$ cat config.mk
export PLATFORM = sky130hd
export DESIGN_NAME = flag_file
export DESIGN_NICKNAME = d
export VERILOG_FILES = /design/src/rtl/flag_pkg.sv /design/src/rtl/shadow_stack.sv /design/src/rtl/flag_file.sv
export SDC_FILE = /design/constraint.sdc
export NUM_CORES = 1
export LEC_CHECK = 0
export ABC_AREA = 1
export CORE_UTILIZATION = 42
export DETAILED_ROUTE_END_ITERATION = 6
export HOLD_SLACK_MARGIN = 0.03
export PLACE_DENSITY = 0.73
export REMOVE_ABC_BUFFERS = 1
export SLEW_MARGIN = 10
export SYNTH_ARGS = -nofsm -noshare
export SYNTH_HDL_FRONTEND = slang
export SYNTH_HIERARCHICAL = 1
export SYNTH_SLANG_ARGS = --single-unit
$ cat constraint.sdc
create_clock -name clk -period 1.65 [get_ports clk]
set_input_delay 0.165 -clock clk [delete_from_list [all_inputs] [get_ports clk]]
set_output_delay 0.165 -clock clk [all_outputs]
set_load 0.02 [all_outputs]
$ cat src/rtl/flag_pkg.sv
// Shared constants and types for the status-flag register file.
// Latency: n/a (package only).
// Backpressure: n/a (package only).
package flag_pkg;

    localparam int FLAG_C = 0;
    localparam int FLAG_Z = 1;

    localparam int NUM_FLAGS_DEF    = 2;
    localparam int SHADOW_DEPTH_DEF = 4;

    typedef logic [NUM_FLAGS_DEF-1:0] flag_vec_t;

endpackage

$ cat src/rtl/shadow_stack.sv
// LIFO shadow stack with push, pop and a same-cycle swap of the top entry.
// Latency: one cycle for every operation; top is read from registered state.
// Backpressure: none; a push while full or pop while empty is dropped and flagged.
module shadow_stack #(
    parameter int WIDTH = 2,
    parameter int DEPTH = 4
) (
    input  logic                       clk,
    input  logic                       clr,
    input  logic                       push,
    input  logic                       pop,
    input  logic [WIDTH-1:0]           din,
    output logic [WIDTH-1:0]           top,
    output logic                       pop_ok,
    output logic [$clog2(DEPTH+1)-1:0] depth,
    output logic                       full,
    output logic                       empty,
    output logic                       ovf,
    output logic                       unf
);

    localparam int DW = $clog2(DEPTH + 1);
    localparam int AW = (DEPTH > 1) ? $clog2(DEPTH) : 1;

    logic [WIDTH-1:0] mem [DEPTH];
    logic [DW-1:0]    cnt;
    logic [AW-1:0]    top_idx;
    logic [AW-1:0]    wr_idx;
    logic             do_push;
    logic             do_pop;
    logic             do_swap;

    assign empty   = (cnt == '0);
    assign full    = (cnt == DW'(DEPTH));
    assign depth   = cnt;
    assign top_idx = AW'(cnt - DW'(1));
    assign wr_idx  = AW'(cnt);
    assign top     = mem[top_idx];
    assign pop_ok  = do_pop | do_swap;

    // Push+pop on an empty stack degrades to a plain push plus an underflow.
    always_comb begin
        do_push = 1'b0;
        do_pop  = 1'b0;
        do_swap = 1'b0;
        ovf     = 1'b0;
        unf     = 1'b0;
        if (push && pop) begin
            if (empty) begin
                do_push = 1'b1;
                unf     = 1'b1;
            end else begin
                do_swap = 1'b1;
            end
        end else if (push) begin
            if (full) ovf = 1'b1;
            else      do_push = 1'b1;
        end else if (pop) begin
            if (empty) unf = 1'b1;
            else       do_pop = 1'b1;
        end
    end

    always_ff @(posedge clk) begin
        if (clr) begin
            cnt <= '0;
        end else if (do_push) begin
            cnt <= cnt + DW'(1);
        end else if (do_pop) begin
            cnt <= cnt - DW'(1);
        end
    end

    always_ff @(posedge clk) begin
        if (do_push) begin
            mem[wr_idx] <= din;
        end else if (do_swap) begin
            mem[top_idx] <= din;
        end
    end

endmodule

$ cat src/rtl/flag_file.sv
// Status-flag register file with per-flag load/set/clear and an interrupt shadow stack.
// Latency: one cycle for every op; all outputs registered or decoded from registered depth.
// Backpressure: none; overflow/underflow attempts are dropped and latched in sticky errors.
module flag_file
    import flag_pkg::*;
#(
    parameter int NUM_FLAGS    = NUM_FLAGS_DEF,
    parameter int SHADOW_DEPTH = SHADOW_DEPTH_DEF
) (
    input  logic                              clk,
    input  logic                              rst,
    input  logic [NUM_FLAGS-1:0]              flg_ld,
    input  logic [NUM_FLAGS-1:0]              flg_set,
    input  logic [NUM_FLAGS-1:0]              flg_clr,
    input  logic [NUM_FLAGS-1:0]              flg_d,
    input  logic                              save,
    input  logic                              restore,
    input  logic                              err_clr,
    output logic [NUM_FLAGS-1:0]              flags_q,
    output logic [$clog2(SHADOW_DEPTH+1)-1:0] depth,
    output logic                              shadow_empty,
    output logic                              shadow_full,
    output logic                              ovf_err,
    output logic                              unf_err
);

    logic [NUM_FLAGS-1:0] flags_nxt;
    logic [NUM_FLAGS-1:0] stk_top;
    logic                 pop_ok;
    logic                 ovf_ev;
    logic                 unf_ev;

    // The stack always pushes the pre-update flags, independent of same-cycle flag ops.
    shadow_stack #(
        .WIDTH (NUM_FLAGS),
        .DEPTH (SHADOW_DEPTH)
    ) u_stack (
        .clk    (clk),
        .clr    (rst),
        .push   (save),
        .pop    (restore),
        .din    (flags_q),
        .top    (stk_top),
        .pop_ok (pop_ok),
        .depth  (depth),
        .full   (shadow_full),
        .empty  (shadow_empty),
        .ovf    (ovf_ev),
        .unf    (unf_ev)
    );

    always_comb begin
        flags_nxt = flags_q;
        for (int i = 0; i < NUM_FLAGS; i++) begin
            if (pop_ok)          flags_nxt[i] = stk_top[i];
            else if (flg_clr[i]) flags_nxt[i] = 1'b0;
            else if (flg_set[i]) flags_nxt[i] = 1'b1;
            else if (flg_ld[i])  flags_nxt[i] = flg_d[i];
        end
    end

    // A fresh error event wins over a same-cycle err_clr.
    always_ff @(posedge clk) begin
        if (rst) begin
            flags_q <= '0;
            ovf_err <= 1'b0;
            unf_err <= 1'b0;
        end else begin
            flags_q <= flags_nxt;
            ovf_err <= ovf_ev | (ovf_err & ~err_clr);
            unf_err <= unf_ev | (unf_err & ~err_clr);
        end
    end

endmodule
==> summary.txt <==
Status
  • Outcome: finished, final reports clean

Clocking
  • Setup bufs post-CTS: 0
  • CTS tree: yes
  • CTS max path bufs: 2
  • Root Driver: clkbuf_4
  • Num CTS Buffers: 3
  • Worst-path clk slew: 0.08 ns
  • Worst-skew pair later-pin latency: 0.28 ns
  • CTS H-tree lvls: 1
  • TritonCTS Sinks: 15

Power
  • Static Leak: 0.549 nW
  • Power Dens Cells: 1070 nW/µm²
  • Final Power: 1.26 mW
  • Peak supply drop: 0.000727 V

Yosys
  • Register bit count reported by yosys: 15
  • Largest family of logic cells by synthesized area: simple AND/OR/NAND/NOR gates
  • Post-synthesis cell type count: 18
  • Mean area per synthesized cell: 7.80 µm²
  • Post-synth EDFFs: 8
  • Sequential-to-total area share from yosys stat: 45.2%
  • Adder-cell share of the synthesized area: 4.46%
  • Simple-gate share of the synthesized area: 26.2%
  • Synth Flop Type: edfxtp_1
  • Compound-gate portion of the synthesized area: 11.6%
  • Post-Synth XOR/XNOR Area: 1.93%
  • Top cell type's share of synthesized area: 28.5%
  • Mux share of post-synthesis cell area: 0%
  • Commonest cells in the netlist: nand2_1, inv_1, nor2_1
  • Yosys top cell by area: edfxtp_1
  • Top cells by area, synth: edfxtp_1, dfxtp_1, nand2_1, inv_1, nor2_1
  • Total number of yosys warnings: 6
  • Syn Std Cell Area: 842 µm²
  • Count leader, synth: nand2_1
  • Cells after synthesis: 108
  • Post-synth ARST share: 0%

Setup path
  • Critical Path Source Type: register
  • Slowest CP cell: dfxtp_1
  • Crit-path leading delay family: simple AND/OR/NAND/NOR gates
  • Crit Path Max Fanout: 7
  • Cell breakdown of the critical path: inv_2, ha_4, nand2_2, nand2_4, xor2_4, inv_2, nand2_2, nor2_1
  • Worst path bufs/invs: 2
  • Slowest cell delay on critical path: 0.34 ns
  • Crit. path cell count: 8
  • Reg-to-reg critical path startpoint: u_stack/depth[0]$_SDFFE_PP0P_
  • Worst Path Arrival: 1.56 ns
  • R2r setup slk: 0.07 ns
  • Worst setup endpoint: u_stack/mem[1][1]$_DFFE_PP_
  • Crit Path Category: register to register
  • Crit path from: u_stack/depth[0]$_SDFFE_PP0P_
  • R2r endpoint: u_stack/mem[1][1]$_DFFE_PP_
  • Worst r2r path cells: 8
  • Critical Path RT: 1.62 ns
  • Crit end category: register

Timing
  • Final hold vios: 0
  • Slew @ Worst Pin: 0.230 ns
  • Relative slew margins: 84.6%
  • FMAX: 631 MHz
  • Post-Route Setup TNS: 0 ns
  • Skew final: 0.00495 ns
  • RSZ-0062 raised after global routing: false
  • Slew Limit Fails: 0
  • Tmin final: 1.58 ns
  • Hold WS: 0.497 ns
  • Setup Viol. Count Final: 0
  • Period utilization: 96.0%

Die
  • # rows: 15
  • Die ar.: 2190 µm²
  • Die span in x: 46.8 µm
  • Core area: 1800 µm²
  • Die Y-Extent: 46.8 µm
  • Top-level port count: 22
  • Initial Utilization: 46.7%

Layout
  • Layout net count: 153
  • Fill cells: 169
  • Synth-to-layout area growth: 39.7%
  • Antenna cells: 0
  • Layout cell share with drive strength beyond 1: 19.1%

Route
  • Post-Route WL: 1740 µm
  • DRT antenna net count: 0
  • Via density: 4.67
  • First-pass DRT Iterations: 4
  • # DRC: 0
  • Via count: 752
  • Wire per inst: 10.8 µm
  • 1st-iter DRT viols: 6

Placed design
  • HPWL after DPL: 1360 µm
  • Gpl congestion: 0.796
  • Port Buffers: 21

Global routing
  • Met2 GRT Util: 32.2%
  • Global route overflow: 0
  • First-pass GRT wire length: 2790 µm
  • Layer with the highest usage: met2
  • Vias in the first global route: 699
  • Antenna violations before repair: 0
  • GRT met3 Usage: 3.46%
  • Pin count of the biggest net entering global routing: 9
  • Met1 GRT Util: 22.2%
  • Total global-route track usage: 18.8%

Job
  • Max Cap Viol: 0

Worst hold path
  • Tightest Hold Check Type: register to register
==> layout make-up <==
cell class / instances / area, µm² / area share [%]
clock buffers: 4 / 26.3 / 2.23
well taps: 25 / 31.3 / 2.66
repair buffers: 24 / 233 / 19.8
inverters: 24 / 90.1 / 7.66
multi-input cells: 69 / 415 / 35.3
flip-flops and latches: 15 / 380 / 32.3
==> flip-flops by register name (all words and copies together), names as in the netlist <==
register,flops
u_stack/mem,8
u_stack/depth,3
flags_q,2
ovf_err,1
unf_err,1
==> cell usage in the layout, fill, tap and decap left out, types with 2 or more instances in the layout <==
| cell type | count |
|---|---|
| inv_1 | 19 |
| nor2_1 | 10 |
| ha_1 | 2 |
| nand3_1 | 7 |
| o22ai_1 | 2 |
| buf_4 | 3 |
| a21oi_1 | 6 |
| nor2_4 | 2 |
| inv_2 | 5 |
| clkbuf_4 | 3 |
| dfxtp_1 | 7 |
| dlygate4sd2_1 | 2 |
| nand2_2 | 6 |
| edfxtp_1 | 8 |
| o21ai_0 | 6 |
| clkdlybuf4s50_1 | 18 |
| nand2_1 | 20 |
==> metrics by stage <==
| step | cells | utilization (%) | worst slack, ns | cell area (µm²) |
|---|---|---|---|---|
| floorplan | 108 | - | -0.218 | 842 |
| global route | 161 | 65.3 | 0.000837 | 1180 |
| global placement | 157 | 61.4 | -0.00352 | 1110 |
| finish | 161 | 65.3 | 0.0657 | 1180 |
| CTS | 161 | 63.0 | 0.0241 | 1130 |
| detailed placement | 157 | 61.4 | -0.0338 | 1110 |
==> tightest hold or removal path: stages (launching register included) <==
cell	delay, ns
dfxtp_1	0.33
a21oi_1	0.06
nor2_1	0.07
==> routing by layer <==
metal  up-vias  routed length, µm
met4         0                 25
li1        391                  -
met3         4                 76
met5         -                  0
met1       330                717
met2        27                916
==> what timing repair did <==
action | in CTS | in global routing
hold endpoints to repair | 0 | 0
pin swaps | 0 | 1
hold buffers | 0 | 0
gates resized for setup | 4 | 9
setup endpoints to repair | 4 | 7
==> kinds of logic after synthesis <==
logic type / Yosys count
simple gates: 49
buf+inv: 24
compound gates: 16
flops: 15
fa+ha+maj: 3
xor+xnor: 1
==> report_power, final <==
| group | internal (mW) | switching, mW | total (mW) | leakage [nW] |
|---|---|---|---|---|
| sequential | 0.461 | 0.0322 | 0.493 | 0.133 |
| combinational | 0.237 | 0.330 | 0.567 | 0.401 |
| clock | 0.0937 | 0.106 | 0.200 | 0.0150 |
| total | 0.792 | 0.468 | 1.26 | 0.549 |
==> worst min-delay path by stage <==
stage / start / to / cells past startpoint
after floorplan: rst / u_stack/depth[0]$_SDFFE_PP0P_ / 1
after global placement: ovf_err$_SDFF_PP0_ / ovf_err$_SDFF_PP0_ / 2
after detailed placement: unf_err$_SDFF_PP0_ / unf_err$_SDFF_PP0_ / 2
after CTS: unf_err$_SDFF_PP0_ / unf_err$_SDFF_PP0_ / 2
after global routing: ovf_err$_SDFF_PP0_ / ovf_err$_SDFF_PP0_ / 2
final: unf_err$_SDFF_PP0_ / unf_err$_SDFF_PP0_ / 2
No activity file was read; power rests on OpenSTA's default activity.
